File: config.mk
export PLATFORM = sky130hd
export DESIGN_NAME = sine_voice_scheduler_flat
export DESIGN_NICKNAME = d
export VERILOG_FILES = /design/src/rtl/sine_voice_scheduler_if.sv /design/src/rtl/sine_voice_scheduler.sv /design/src/flat_wrapper.sv
export SDC_FILE = /design/constraint.sdc
export NUM_CORES = 1
export LEC_CHECK = 0
export BUFFER_PORTS_ARGS = -buffer_cell sky130_fd_sc_hd__buf_2
export CAP_MARGIN = 25
export CORE_MARGIN = 5
export CORE_UTILIZATION = 62
export CTS_CLUSTER_SIZE = 8
export DETAILED_ROUTE_END_ITERATION = 8
export PLACE_DENSITY_LB_ADDON = 0.2
export SETUP_SLACK_MARGIN = 0.02
export SLEW_MARGIN = 20
export SYNTH_ARGS = -nofsm -noshare
export SYNTH_HDL_FRONTEND = slang
export SYNTH_SLANG_ARGS = --single-unit
File: constraint.sdc
create_clock -name clk_i -period 5 [get_ports clk_i]
set_input_delay 0.25 -clock clk_i [delete_from_list [all_inputs] [get_ports clk_i]]
set_output_delay 0.25 -clock clk_i [all_outputs]
set_load 0.03 [all_outputs]
File: src/rtl/sine_voice_scheduler_if.sv
// Mixed-sample output stream: valid/ready handshake carrying one signed sample.
interface sine_voice_scheduler_if #(
    parameter int SAMPLE_W = 24
);
    logic                valid;
    logic                ready;
    logic [SAMPLE_W-1:0] sample;

    modport master (output valid, output sample, input ready);
    modport slave  (input valid, input sample, output ready);
endinterface

File: src/rtl/sine_voice_scheduler.sv
// Shares one 1-cycle-latency sine LUT among NUM_VOICES phase accumulators.
// Each sample tick scans every voice, mixes the LUT words and offers the
// average on a valid/ready stream; ticks that land on a pending sample are
// dropped and flagged on overrun_o.
module sine_voice_scheduler #(
    parameter int NUM_VOICES = 4,
    parameter int PHASE_W    = 32,
    parameter int ADDR_W     = 5,
    parameter int SAMPLE_W   = 24,
    parameter int SAMPLE_DIV = 1024
) (
    input  logic                          clk_i,
    input  logic                          reset_i,
    input  logic                          cfg_valid_i,
    input  logic [$clog2(NUM_VOICES)-1:0] cfg_voice_i,
    input  logic [PHASE_W-1:0]            cfg_step_i,
    input  logic                          cfg_enable_i,
    output logic [ADDR_W-1:0]             lut_addr_o,
    input  logic [SAMPLE_W-1:0]           lut_data_i,
    sine_voice_scheduler_if.master        out_if,
    output logic                          overrun_o
);
    localparam int VW    = $clog2(NUM_VOICES);
    localparam int ACC_W = SAMPLE_W + VW;
    localparam int CNT_W = $clog2(SAMPLE_DIV);

    typedef enum logic [1:0] {IDLE, SCAN, DRAIN, HOLD} state_t;

    state_t                                 state_q, state_d;
    logic [CNT_W-1:0]                       cnt_q, cnt_d;
    logic [VW-1:0]                          k_q, k_d;
    logic [NUM_VOICES-1:0][PHASE_W-1:0]     phase_q, phase_d;
    logic [NUM_VOICES-1:0][PHASE_W-1:0]     step_sh_q, step_sh_d;
    logic [NUM_VOICES-1:0][PHASE_W-1:0]     step_q, step_d;
    logic [NUM_VOICES-1:0]                  en_sh_q, en_sh_d;
    logic [NUM_VOICES-1:0]                  en_q, en_d;
    logic signed [ACC_W-1:0]                acc_q, acc_d;
    logic                                   rd_vld_q, rd_vld_d;
    logic                                   rd_en_q, rd_en_d;
    logic [ADDR_W-1:0]                      addr_q, addr_d;
    logic                                   valid_q, valid_d;
    logic [SAMPLE_W-1:0]                    sample_q, sample_d;
    logic                                   overrun_q, overrun_d;

    logic                                   tick;
    logic [VW-1:0]                          k_nxt;
    logic signed [ACC_W-1:0]                lut_ext;
    logic signed [ACC_W-1:0]                acc_shr;

    // Next-state: tick counter, shadow config, scan sequencing and mixing.
    always_comb begin
        tick      = (cnt_q == CNT_W'(SAMPLE_DIV - 1));
        cnt_d     = tick ? '0 : cnt_q + 1'b1;
        k_nxt     = k_q + 1'b1;
        lut_ext   = ACC_W'($signed(lut_data_i));
        acc_shr   = '0;
        state_d   = state_q;
        k_d       = k_q;
        phase_d   = phase_q;
        step_sh_d = step_sh_q;
        en_sh_d   = en_sh_q;
        step_d    = step_q;
        en_d      = en_q;
        acc_d     = acc_q;
        rd_vld_d  = 1'b0;
        rd_en_d   = 1'b0;
        addr_d    = addr_q;
        valid_d   = valid_q;
        sample_d  = sample_q;
        // A tick that finds a sample still pending is dropped.
        overrun_d = tick & valid_q;

        if (cfg_valid_i) begin
            step_sh_d[cfg_voice_i] = cfg_step_i;
            en_sh_d[cfg_voice_i]   = cfg_enable_i;
        end

        // LUT word for the voice issued last cycle; disabled voices add 0.
        if (rd_vld_q && rd_en_q)
            acc_d = acc_q + lut_ext;

        case (state_q)
            IDLE: begin
                if (tick && !valid_q) begin
                    state_d = SCAN;
                    step_d  = step_sh_q;
                    en_d    = en_sh_q;
                    acc_d   = '0;
                    k_d     = '0;
                    addr_d  = phase_q[0][PHASE_W-1 -: ADDR_W];
                end
            end
            SCAN: begin
                // addr_q already holds voice k's address; advance its phase.
                rd_vld_d     = 1'b1;
                rd_en_d      = en_q[k_q];
                phase_d[k_q] = en_q[k_q] ? phase_q[k_q] + step_q[k_q] : '0;
                if (k_q == VW'(NUM_VOICES - 1)) begin
                    state_d = DRAIN;
                end else begin
                    k_d    = k_nxt;
                    addr_d = phase_q[k_nxt][PHASE_W-1 -: ADDR_W];
                end
            end
            DRAIN: begin
                acc_shr  = acc_d >>> VW;
                sample_d = acc_shr[SAMPLE_W-1:0];
                valid_d  = 1'b1;
                state_d  = HOLD;
            end
            HOLD: begin
                if (valid_q && out_if.ready) begin
                    valid_d = 1'b0;
                    state_d = IDLE;
                end
            end
            default: state_d = IDLE;
        endcase
    end

    // State registers; reset aborts any scan in progress.
    always_ff @(posedge clk_i) begin
        if (reset_i) begin
            state_q   <= IDLE;
            cnt_q     <= '0;
            k_q       <= '0;
            phase_q   <= '0;
            step_sh_q <= '0;
            en_sh_q   <= '0;
            step_q    <= '0;
            en_q      <= '0;
            acc_q     <= '0;
            rd_vld_q  <= 1'b0;
            rd_en_q   <= 1'b0;
            addr_q    <= '0;
            valid_q   <= 1'b0;
            sample_q  <= '0;
            overrun_q <= 1'b0;
        end else begin
            state_q   <= state_d;
            cnt_q     <= cnt_d;
            k_q       <= k_d;
            phase_q   <= phase_d;
            step_sh_q <= step_sh_d;
            en_sh_q   <= en_sh_d;
            step_q    <= step_d;
            en_q      <= en_d;
            acc_q     <= acc_d;
            rd_vld_q  <= rd_vld_d;
            rd_en_q   <= rd_en_d;
            addr_q    <= addr_d;
            valid_q   <= valid_d;
            sample_q  <= sample_d;
            overrun_q <= overrun_d;
        end
    end

    assign lut_addr_o    = addr_q;
    assign out_if.valid  = valid_q;
    assign out_if.sample = sample_q;
    assign overrun_o     = overrun_q;
endmodule
File: src/flat_wrapper.sv
// flat-port wrapper written by rule: the top's interface ports become plain ports
module sine_voice_scheduler_flat 
#(
    parameter int NUM_VOICES = 4,
    parameter int PHASE_W    = 32,
    parameter int ADDR_W     = 5,
    parameter int SAMPLE_W   = 24,
    parameter int SAMPLE_DIV = 1024
)
  (clk_i, reset_i, cfg_valid_i, cfg_voice_i, cfg_step_i, cfg_enable_i, lut_addr_o, lut_data_i, overrun_o, out_if_valid, out_if_sample, out_if_ready);
  sine_voice_scheduler_if #(.SAMPLE_W(SAMPLE_W)) out_if_i ();
  input  logic clk_i;
  input  logic reset_i;
  input  logic cfg_valid_i;
  input  logic [$clog2(NUM_VOICES)-1:0] cfg_voice_i;
  input  logic [PHASE_W-1:0] cfg_step_i;
  input  logic cfg_enable_i;
  output logic [ADDR_W-1:0] lut_addr_o;
  input  logic [SAMPLE_W-1:0] lut_data_i;
  output logic overrun_o;
  output wire logic [$bits(out_if_i.valid)-1:0] out_if_valid;
  output wire logic [$bits(out_if_i.sample)-1:0] out_if_sample;
  input wire logic [$bits(out_if_i.ready)-1:0] out_if_ready;
  assign out_if_valid = out_if_i.valid;
  assign out_if_sample = out_if_i.sample;
  assign out_if_i.ready = out_if_ready;
  sine_voice_scheduler #(.NUM_VOICES(NUM_VOICES), .PHASE_W(PHASE_W), .ADDR_W(ADDR_W), .SAMPLE_W(SAMPLE_W), .SAMPLE_DIV(SAMPLE_DIV)) u_core (.clk_i(clk_i), .reset_i(reset_i), .cfg_valid_i(cfg_valid_i), .cfg_voice_i(cfg_voice_i), .cfg_step_i(cfg_step_i), .cfg_enable_i(cfg_enable_i), .lut_addr_o(lut_addr_o), .lut_data_i(lut_data_i), .out_if(out_if_i), .overrun_o(overrun_o));
endmodule
# Word level (Yosys, flattened, before mapping)
# Cells that the tools add are included.
# op_classes
shifts	0
n_reduce_logical	15
bitwise_logic	2
n_addsub	4
order_cmp	5
n_eq_ne	9
n_mul	0
div	0
n_mux	34
# ops
cell	count
$bwmux 128	2
$bmux 32 s2	3
$mux 32	6
$demux 32 s2	2
$mux 26	3
$add 32x32->32	1
$add 26x24->26	1
$add 10x1->10 const B	1
$eq 10x10->1 const B	1
$mux 2	5
$mux 5	2
$pmux 5 s2	1
$lt 2x3->1 const B	3
$pmux 2 s4	1
$eq 2x2->1 const B	3
$ne 2x1->1 const B	3
$reduce_and 3->1	2
$logic_and 1x1->1	5
$bwmux 4	1
$ge 2x1->1 const B	2
$mux 1	4
$pmux 2 s2	1
$reduce_and 2->1	2
$reduce_bool 2->1	2
11 further kinds	12
# totals
wordCells	93
in_bits	63
mem_bits_ro	0
register_bits	465
mem_count	0
ram_bits	0
latchBits	0

# Depth between registers and ports, before layout
# Gate-level depths: netlist of run 1.
# depth
word_depth	5
depth_mapped	15

# Worst setup path before layout of run 1
# No wires, ideal clock.
# synth_path
kind	register to register
from	register u_core.k_q[0]
to	register u_core.phase_q[124] (netlist bit)
slack_ns	0.767
synth_period_minus_slack_ns	4.233
setup_time_ns	0.137
t_arrival_ns	4.096
path_stages_with_launch	15
path_cell_list	dfxtp_1 -> clkbuf_1 -> buf_2 -> buf_1 -> mux4_2 -> ha_1 -> a21oi_1 -> nand2_1 -> a221oi_1 -> a211o_1 -> and2_4 -> o311ai_4 -> o311a_1 -> a211oi_2 -> a211oi_1
# synth_via
elab_chain_len	5
# synth_rtl
item	line_no	source
from (decl)	sine_voice_scheduler.sv:31	logic [VW-1:0] k_q, k_d;
from (signal assigned)	sine_voice_scheduler.sv:142	k_q <= k_d;
$bmux 32 s2, or another cell as far along	sine_voice_scheduler.sv:97	phase_d[k_q] = en_q[k_q] ? phase_q[k_q] + step_q[k_q] : '0;
$mux 32 (not written as such) or $logic_and 1x1->1 (tied branches)	sine_voice_scheduler.sv:97	
$add 32x32->32 or $mux 32 (tied branches)	sine_voice_scheduler.sv:97	
$mux 32 or $demux 32 s2 (tied branches)	-	
$bwmux 128 (*)	sine_voice_scheduler.sv:97	
to (signal assigned)	sine_voice_scheduler.sv:143	phase_q <= phase_d;
to (decl)	sine_voice_scheduler.sv:32	logic [NUM_VOICES-1:0][PHASE_W-1:0] phase_q, phase_d;
# Every way passes the cells marked *; elsewhere a longest branch is shown, timed or not. The select of a mux whose other input is x is not followed.
# A chain may end at the register's enable or synchronous reset.

# Worst setup path in the final report of run 1
# layout_path
from	register u_core.k_q[0]
to	register u_core.phase_q[62] (netlist bit)
# Same word-level chain as after synthesis.

==> flow_summary.html, run 1 <==
<table>
<tr><th>Metric</th><th>Value</th></tr>
<tr><th colspan="2">Status</th></tr>
<tr><td>Run status</td><td>finished, final reports clean</td></tr>
<tr><th colspan="2">Pwr</th></tr>
<tr><td>Total net switching power</td><td>1970 uW</td></tr>
<tr><td>Internal Pwr Total</td><td>6420 uW</td></tr>
<tr><td>Maximum vdd drop</td><td>313 uV</td></tr>
<tr><td>Switching fraction of total power</td><td>0.235</td></tr>
<tr><td>Leak</td><td>0.00880 uW</td></tr>
<tr><td>Sequential cell fraction of total power</td><td>0.453</td></tr>
<tr><td>Power density of the placed cells</td><td>348 nW/um2</td></tr>
<tr><td>Clock share of power</td><td>0.484</td></tr>
<tr><td>Share of power burned in combinational logic</td><td>0.063</td></tr>
<tr><th colspan="2">Die</th></tr>
<tr><td>Overall die height</td><td>196 um</td></tr>
<tr><td>Starting density of the core</td><td>0.625</td></tr>
<tr><td>Core Area</td><td>34,400 um2</td></tr>
<tr><td>Die footprint</td><td>38,500 um2</td></tr>
<tr><td>Cell Rows</td><td>68</td></tr>
<tr><td>Chip width</td><td>196 um</td></tr>
<tr><td>IO Pins</td><td>94</td></tr>
<tr><th colspan="2">Routing</th></tr>
<tr><td>Wire length after detailed routing</td><td>56,800 um</td></tr>
<tr><td>Vias after detailed routing</td><td>18.6k</td></tr>
<tr><td>Final ANT Viol Nets</td><td>0</td></tr>
<tr><td>DRT Pass-1 Iters</td><td>8</td></tr>
<tr><td>Number of DRC markers after the initial detailed-route iteration</td><td>1,442</td></tr>
<tr><td>Drt wl/cell</td><td>18.4 um</td></tr>
<tr><td>Via-per-instance ratio</td><td>6.03</td></tr>
<tr><td>Post-detailed-route DRC marker count</td><td>0</td></tr>
<tr><th colspan="2">CTS</th></tr>
<tr><td>Clock latency reported for the late side of the worst-skew pair</td><td>0.57 ns</td></tr>
<tr><td>TritonCTS clock tree</td><td>done</td></tr>
<tr><td>Root cell of the clock tree</td><td>clkbuf_16</td></tr>
<tr><td>Max Buffers Root-to-Sink</td><td>3</td></tr>
<tr><td>Number of CTS-inserted buffers</td><td>68</td></tr>
<tr><td>Sink Count</td><td>465</td></tr>
<tr><td>Htree depth</td><td>3</td></tr>
<tr><td>Post CTS Setup Buffer Count</td><td>0</td></tr>
<tr><td>Clock transition at the register clock pins on the worst setup and hold paths after CTS</td><td>0.05 ns</td></tr>
<tr><th colspan="2">Cells and area</th></tr>
<tr><td>Fraction of layout instances using a drive strength above 1</td><td>0.122</td></tr>
<tr><td>Final net count</td><td>2,755</td></tr>
<tr><td>Filler Cell Count</td><td>2,665</td></tr>
<tr><td>Synth-to-Final Area Change</td><td>12.3%</td></tr>
<tr><td>Commonest non-fill, non-tap cell in the layout</td><td>nand2_1</td></tr>
<tr><td>Commonest non-fill, non-tap cells in the layout</td><td>748 x nand2_1, 463 x dfxtp_1, 419 x a21oi_1</td></tr>
<tr><td>Antenna fix cells</td><td>0</td></tr>
<tr><th colspan="2">Timing</th></tr>
<tr><td>Worst slew margin relative to its limit</td><td>0.265</td></tr>
<tr><td>Setup-violating endpoint count in the final report</td><td>0</td></tr>
<tr><td>Endpoints failing hold</td><td>0</td></tr>
<tr><td>Final slew viol count</td><td>0</td></tr>
<tr><td>Unrepaired setup endpoints after global routing</td><td>no</td></tr>
<tr><td>Setup Skew</td><td>0.0116 ns</td></tr>
<tr><td>Summed negative setup slack over all endpoints</td><td>0 ns</td></tr>
<tr><td>Maximum operating frequency</td><td>0.246 GHz</td></tr>
<tr><td>Share of the clock period used by the worst path</td><td>0.812</td></tr>
<tr><td>Worst hold slack across all endpoints</td><td>0.0253 ns</td></tr>
<tr><td>Transition time at the pin with the least slew margin</td><td>1.10 ns</td></tr>
<tr><td>Post-layout minimum cycle time</td><td>4.06 ns</td></tr>
<tr><th colspan="2">Critical path</th></tr>
<tr><td>Element type at the critical path end</td><td>register</td></tr>
<tr><td>Slowest stage cell on the critical path</td><td>dfxtp_4</td></tr>
<tr><td>WP data arrival</td><td>4.54 ns</td></tr>
<tr><td>CP cell instances</td><td>buf_4 &gt; mux4_2 &gt; ha_1 &gt; a21o_1 &gt; a21o_1 &gt; a21o_1 &gt; a21o_1 &gt; a21o_1 &gt; a21o_1 &gt; a211oi_2 &gt; nand4_1 &gt; o221ai_1</td></tr>
<tr><td>Required time of the critical path</td><td>5.48 ns</td></tr>
<tr><td>Worst path buffer plus inverter count</td><td>1</td></tr>
<tr><td>CP peak stage delay</td><td>0.59 ns</td></tr>
<tr><td>Crit-path leading delay family</td><td>compound AO/OA/AOI/OAI gates</td></tr>
<tr><td>Top cell by count, worst path</td><td>a21o_1</td></tr>
<tr><td>Peak fanout along the critical path</td><td>21</td></tr>
<tr><td>Critical path type</td><td>register to register</td></tr>
<tr><td>Worst setup SP type</td><td>register</td></tr>
<tr><th colspan="2">Yosys</th></tr>
<tr><td>Synthesized instance count</td><td>2,590</td></tr>
<tr><td>Main area contributors after synthesis</td><td>dfxtp_1 43%, nand2_1 13%, a21oi_1 9.8%, mux4_2 6.5%, ha_1 3.8%</td></tr>
<tr><td>Library cell occupying the most area in the post-synthesis netlist</td><td>dfxtp_1</td></tr>
<tr><td>Average size of a mapped cell</td><td>8.30 um2</td></tr>
<tr><td>Proportion of netlist area held by the largest area contributor</td><td>0.433</td></tr>
<tr><td>Post-Syn Area</td><td>21,500 um2</td></tr>
<tr><td>Sequential element share of the synthesized area</td><td>0.433</td></tr>
<tr><td>Flops &amp; latches, synth</td><td>465</td></tr>
<tr><td>Share of async-settable or async-resettable flops after synthesis</td><td>0</td></tr>
<tr><td>Number of library cell types mapped by synthesis</td><td>85</td></tr>
<tr><td>Most used flip-flop cell after synthesis</td><td>dfxtp_1</td></tr>
<tr><td>Number of flops mapped to enable cells by yosys</td><td>0</td></tr>
<tr><td>Warnings, synthesis</td><td>0</td></tr>
<tr><td>Synthesized net count</td><td>2,720</td></tr>
<tr><th colspan="2">Flow run</th></tr>
<tr><td>Reported max-cap violation count</td><td>0</td></tr>
<tr><th colspan="2">Global routing</th></tr>
<tr><td>Global-route total usage across every layer</td><td>0.286</td></tr>
<tr><td>Pin count of the biggest net entering global routing</td><td>170</td></tr>
<tr><td>Global-route congestion overflow total</td><td>0</td></tr>
<tr><td>Wire length of the first global-routing pass</td><td>91,200 um</td></tr>
<tr><td>Number of antenna violations at the first check in global routing</td><td>1</td></tr>
<tr><td>Via count of the first global-routing pass</td><td>18.0k</td></tr>
<tr><th colspan="2">Place</th></tr>
<tr><td>Port Buffer Count</td><td>93</td></tr>
<tr><td>Global placement routability congestion</td><td>0.929</td></tr>
<tr><td>Placed wire-length estimate</td><td>35,100 um</td></tr>
<tr><th colspan="2">Hold path</th></tr>
<tr><td>Kind of path behind the tightest hold check</td><td>input pin to register</td></tr>
</table>
==> worst min-delay path, cell delays in order <==
cell,delay [ns]
buf_2,0.10
nand2_1,0.06
a22oi_1,0.05
nor2_1,0.08
==> final timing paths <==
path,start,endpoint,slack [ns],cells after the start
setup reg to reg,u_core.k_q[0]$_SDFFE_PP0P_,u_core.phase_q[62]$_SDFFE_PP0P_,0.94,12
setup / recovery,u_core.k_q[0]$_SDFFE_PP0P_,u_core.phase_q[62]$_SDFFE_PP0P_,0.94,12
hold / removal,out_if_ready,u_core.out_if.valid$_SDFFE_PP0P_,0.03,4
hold reg to reg,u_core.step_sh_q[111]$_SDFFE_PP0P_,u_core.step_q[111]$_SDFFE_PP0P_,0.45,2
==> metal layers <==
metal,GRT usage,vias to the layer above,share of wire
met3,0.0481,84,0.073
met2,0.473,674,0.48
met1,0.393,8952,0.43
met4,0.0742,2,0.016
li1,-,8927,-
met5,0,-,0.00023
==> what timing repair did <==
action,CTS,global route
hold endpoints to repair,131,0
gates resized for setup,0,0
hold buffers,33,0
==> power by group through the flow <==
| stage | Clock, uW | Combinational [uW] | Sequential (uW) |
|---|---|---|---|
| floorplan | 0 | 333 | 3880 |
| global placement | 0 | 493 | 3870 |
| detailed placement | 0 | 502 | 3870 |
| CTS | 4100 | 527 | 3800 |
| global route | 4280 | 575 | 3800 |
| finish | 4060 | 531 | 3800 |
==> cells by family after synthesis <==
family,after synthesis,synth area share
adders and majority gates,67,0.0397
buffers and inverters,213,0.0445
xor gates and xnor gates,47,0.0195
and+or+nand+nor,1074,0.209
AOI/OAI and AO/OA,641,0.179
muxes,83,0.0748
DFF,465,0.433
==> sequential cells by signal, summed over array words and instances, names as in the netlist <==
name	cells
u_core.acc_q	26
u_core.cnt_q	10
u_core.en_q	4
u_core.en_sh_q	4
u_core.k_q	2
u_core.lut_addr_o	5
u_core.out_if.sample	24
u_core.out_if.valid	1
u_core.overrun_o	1
u_core.phase_q	128
u_core.rd_en_q	1
u_core.rd_vld_q	1
u_core.state_q	2
u_core.step_q	128
u_core.step_sh_q	128
==> final cells by class <==
cell class	instances	area (um2)	share of cell area
multi-input cells	1912	11300	0.466
flip-flops and latches	465	9320	0.386
clock buffers	74	1790	0.0741
repair buffers	154	1060	0.0438
well taps	455	569	0.0236
inverters	24	90.1	0.00373
clock inverters	5	58.8	0.00244
==> cell usage after synthesis, types with 4 or more instances <==
cell type  number
nand2b_1       13
xnor2_1        29
clkbuf_1      151
o21a_1         17
and2_1         13
nor3_1         26
o21ai_0        41
clkbuf_8       11
mux4_2         62
nand3b_1       18
and3_1          7
nor3b_1        15
o41ai_2         4
nand4_1        14
o211ai_1        4
ha_1           65
a21o_2          5
xor2_1         17
o221ai_1        5
a211oi_1       36
a211o_1         7
mux2i_1        19
o31ai_1         7
nand2_1       749
a21oi_1       419
nand3_1        41
dfxtp_1       465
nor4_1          4
or2_2           4
nor2b_1         8
nor2_1        138
inv_1          24
buf_2           8
a31oi_1         5
o21bai_1        9
a21o_1         36
buf_1          10
or3_1           6
==> metrics by stage <==
step	instance area [um2]	utilization	power [uW]	worst slack (ns)	cells
floorplan	21500	-	4210	0.767	2590
global placement	22000	0.639	4360	1.08	2976
detailed placement	22000	0.639	4370	0.990	2977
CTS	24100	0.702	8430	0.981	3089
global route	24100	0.702	8650	0.717	3089
finish	24100	0.702	8400	0.940	3089
Note: power is estimated with default switching activity, not from simulation.
==> run 2, diff against run 1 <==
Clock period 5 ns to 4 ns, I/O delays scaled along.
==> run 2 against run 1 <==
Against the previous run:
- fmax grew 9.0%
- clock skew grew 0.0088 ns
- critical path depth unchanged
- power rose by 26%
- via count hardly changed
- largest cell class unchanged
==> flow_summary.html, run 2 (synthesis results as in run 1) <==
<table>
<tr><th>Metric</th><th>Value</th></tr>
<tr><th colspan="2">Critical path</th></tr>
<tr><td>Length in cells of the worst reg-to-reg path</td><td>12</td></tr>
<tr><td>Worst setup SP type</td><td>register</td></tr>
<tr><td>Element type at the critical path end</td><td>register</td></tr>
<tr><td>Termination of the worst setup path</td><td>u_core.phase_q[119]$_SDFFE_PP0P_</td></tr>
<tr><td>WP data arrival</td><td>4.20 ns</td></tr>
<tr><td>Worst reg2reg path endpoint</td><td>u_core.phase_q[119]$_SDFFE_PP0P_</td></tr>
<tr><td>CP Launch Point</td><td>u_core.k_q[0]$_SDFFE_PP0P_</td></tr>
<tr><td>Required time of the critical path</td><td>4.48 ns</td></tr>
<tr><td>CP cell instances</td><td>buf_4 &gt; mux4_2 &gt; ha_1 &gt; a21o_1 &gt; a21o_1 &gt; a31oi_1 &gt; nor3_1 &gt; o21ai_0 &gt; a21oi_1 &gt; xnor2_1 &gt; nand3_1 &gt; a21oi_1</td></tr>
<tr><td>Startpoint of the worst-slack reg-to-reg timing path</td><td>u_core.k_q[0]$_SDFFE_PP0P_</td></tr>
<tr><td>Peak fanout along the critical path</td><td>10</td></tr>
<tr><td>Slack of the worst reg-to-reg path</td><td>0.28 ns</td></tr>
<tr><td>CP peak stage delay</td><td>0.60 ns</td></tr>
<tr><td>Slowest stage cell on the critical path</td><td>nor3_1</td></tr>
<tr><td>Critical path type</td><td>register to register</td></tr>
<tr><th colspan="2">Die</th></tr>
<tr><td>Cell Rows</td><td>68</td></tr>
<tr><td>Overall die height</td><td>196 um</td></tr>
<tr><td>Die footprint</td><td>38,500 um2</td></tr>
<tr><td>Chip width</td><td>196 um</td></tr>
<tr><td>Starting density of the core</td><td>0.625</td></tr>
<tr><td>IO Pins</td><td>94</td></tr>
<tr><td>Core Area</td><td>34,400 um2</td></tr>
<tr><th colspan="2">CTS</th></tr>
<tr><td>Sink Count</td><td>465</td></tr>
<tr><td>Number of CTS-inserted buffers</td><td>68</td></tr>
<tr><td>TritonCTS clock tree</td><td>done</td></tr>
<tr><td>Htree depth</td><td>3</td></tr>
<tr><td>Clock latency reported for the late side of the worst-skew pair</td><td>0.57 ns</td></tr>
<tr><td>Max Buffers Root-to-Sink</td><td>3</td></tr>
<tr><td>Root cell of the clock tree</td><td>clkbuf_16</td></tr>
<tr><td>Clock transition at the register clock pins on the worst setup and hold paths after CTS</td><td>0.05 ns</td></tr>
<tr><th colspan="2">Timing</th></tr>
<tr><td>Unrepaired setup endpoints after global routing</td><td>no</td></tr>
<tr><td>Setup Skew</td><td>0.0205 ns</td></tr>
<tr><td>Post-layout minimum cycle time</td><td>3.72 ns</td></tr>
<tr><td>Worst slew margin relative to its limit</td><td>0.280</td></tr>
<tr><td>Endpoints failing hold</td><td>0</td></tr>
<tr><td>Maximum operating frequency</td><td>0.269 GHz</td></tr>
<tr><td>Transition time at the pin with the least slew margin</td><td>1.08 ns</td></tr>
<tr><td>Setup-violating endpoint count in the final report</td><td>0</td></tr>
<tr><td>Final slew viol count</td><td>0</td></tr>
<tr><td>Summed negative setup slack over all endpoints</td><td>0 ns</td></tr>
<tr><td>Share of the clock period used by the worst path</td><td>0.931</td></tr>
<tr><th colspan="2">Routing</th></tr>
<tr><td>Post-detailed-route DRC marker count</td><td>0</td></tr>
<tr><td>Via-per-instance ratio</td><td>5.98</td></tr>
<tr><td>Vias after detailed routing</td><td>18.7k</td></tr>
<tr><td>Drt wl/cell</td><td>18.1 um</td></tr>
<tr><td>Final ANT Viol Nets</td><td>0</td></tr>
<tr><td>DRT Pass-1 Iters</td><td>5</td></tr>
<tr><td>Wire length after detailed routing</td><td>56,400 um</td></tr>
<tr><td>Number of DRC markers after the initial detailed-route iteration</td><td>1,646</td></tr>
<tr><th colspan="2">Place</th></tr>
<tr><td>Area of placed instances</td><td>22,200 um2</td></tr>
<tr><td>Placed wire-length estimate</td><td>35,300 um</td></tr>
<tr><td>Port Buffer Count</td><td>93</td></tr>
<tr><td>Global placement routability congestion</td><td>0.951</td></tr>
<tr><th colspan="2">Cells and area</th></tr>
<tr><td>Antenna fix cells</td><td>0</td></tr>
<tr><td>Fraction of layout instances using a drive strength above 1</td><td>0.131</td></tr>
<tr><td>Post-Layout Inst Area</td><td>24,500 um2</td></tr>
<tr><td>Commonest non-fill, non-tap cell in the layout</td><td>nand2_1</td></tr>
<tr><td>Synth-to-Final Area Change</td><td>13.7%</td></tr>
<tr><td>Final net count</td><td>2,784</td></tr>
<tr><td>Registers with the most flip-flops</td><td>u_core.phase_q (128), u_core.step_q (128), u_core.step_sh_q (128)</td></tr>
<tr><td>Util after Layout</td><td>0.711</td></tr>
<tr><td>Commonest non-fill, non-tap cells in the layout</td><td>748 x nand2_1, 463 x dfxtp_1, 419 x a21oi_1</td></tr>
<tr><th colspan="2">Global routing</th></tr>
<tr><td>Wire length of the first global-routing pass</td><td>91,100 um</td></tr>
<tr><td>Number of antenna violations at the first check in global routing</td><td>1</td></tr>
<tr><td>Global-route total usage across every layer</td><td>0.285</td></tr>
<tr><td>Pin count of the biggest net entering global routing</td><td>150</td></tr>
<tr><td>Global-route congestion overflow total</td><td>0</td></tr>
<tr><td>Via count of the first global-routing pass</td><td>18.0k</td></tr>
<tr><th colspan="2">Pwr</th></tr>
<tr><td>Power density of the placed cells</td><td>432 nW/um2</td></tr>
<tr><td>Maximum vdd drop</td><td>322 uV</td></tr>
<tr><td>Leak</td><td>0.00898 uW</td></tr>
<tr><th colspan="2">Flow run</th></tr>
<tr><td>Reported max-cap violation count</td><td>0</td></tr>
<tr><th colspan="2">Hold path</th></tr>
<tr><td>Kind of path behind the tightest hold check</td><td>input pin to register</td></tr>
<tr><th colspan="2">Status</th></tr>
<tr><td>Run status</td><td>finished, final reports clean</td></tr>
</table>
## run 2: through the flow
stage | worst slack, ns | total power (uW) | instances | hold slack (ns)
5_1_grt | 0.000125 | 10900 | 3119 | 0.105
3_5_place_dp | 0.181 | 5470 | 2998 | 0.443
4_1_cts | 0.154 | 10600 | 3112 | 0.0339
6_report | 0.276 | 10600 | 3119 | 0.0481
2_1_floorplan | 0.0380 | 5270 | 2590 | 0.336
3_3_place_gp | 0.298 | 5450 | 2998 | 0.436
## run 2: worst max-delay path: cells and delay by family, from the launching register on
family	cells	cell delay (ns)
mux	1	0.54
simple gates	2	0.74
fa+ha+maj	1	0.31
buf+inv	1	0.17
xor+xnor	1	0.23
flops	1	0.43
compound gates	6	1.22
## run 2: timing repair
item                                    CTS  global route
endpoints found under the setup margin    0            16
gates resized for setup                   0             1
hold buffers                             34             0
buffers inserted                          0             7
hold endpoints to repair                133             0
## run 2: how the worst min path moves through the flow
stage	startpoint	endpoint	slack, ns	cells after the start
final	lut_data_i[0]	u_core.acc_q[0]$_SDFF_PP0_	0.05	4
after floorplan	cfg_enable_i	u_core.en_sh_q[0]$_SDFFE_PP0P_	0.34	2
after detailed placement	u_core.step_sh_q[18]$_SDFFE_PP0P_	u_core.step_q[18]$_SDFFE_PP0P_	0.44	2
after CTS	lut_data_i[0]	u_core.acc_q[0]$_SDFF_PP0_	0.03	4
after global placement	u_core.phase_q[85]$_SDFFE_PP0P_	u_core.phase_q[85]$_SDFFE_PP0P_	0.44	2
after global routing	lut_data_i[1]	u_core.acc_q[1]$_SDFF_PP0_	0.11	4
## run 2: per-layer routing
layer | vias up | track usage | part of all wire
li1 | 8987 | - | -
met1 | 8862 | 0.380 | 0.43
met2 | 691 | 0.477 | 0.48
met3 | 108 | 0.0491 | 0.070
met4 | 2 | 0.0884 | 0.022
met5 | - | 0 | 0.00023
## run 2: cell type report
class	instances	area (um2)
multi-input cells	1912	11300
fillers	2625	9920
inverters	24	90.1
clock buffers	80	1870
well taps	455	569
flip-flops and latches	465	9320
repair buffers	183	1340
## run 2: power by group
part	internal, uW	switching, uW
sequential	4710	40.2
combinational	196	475
clock	3220	1910
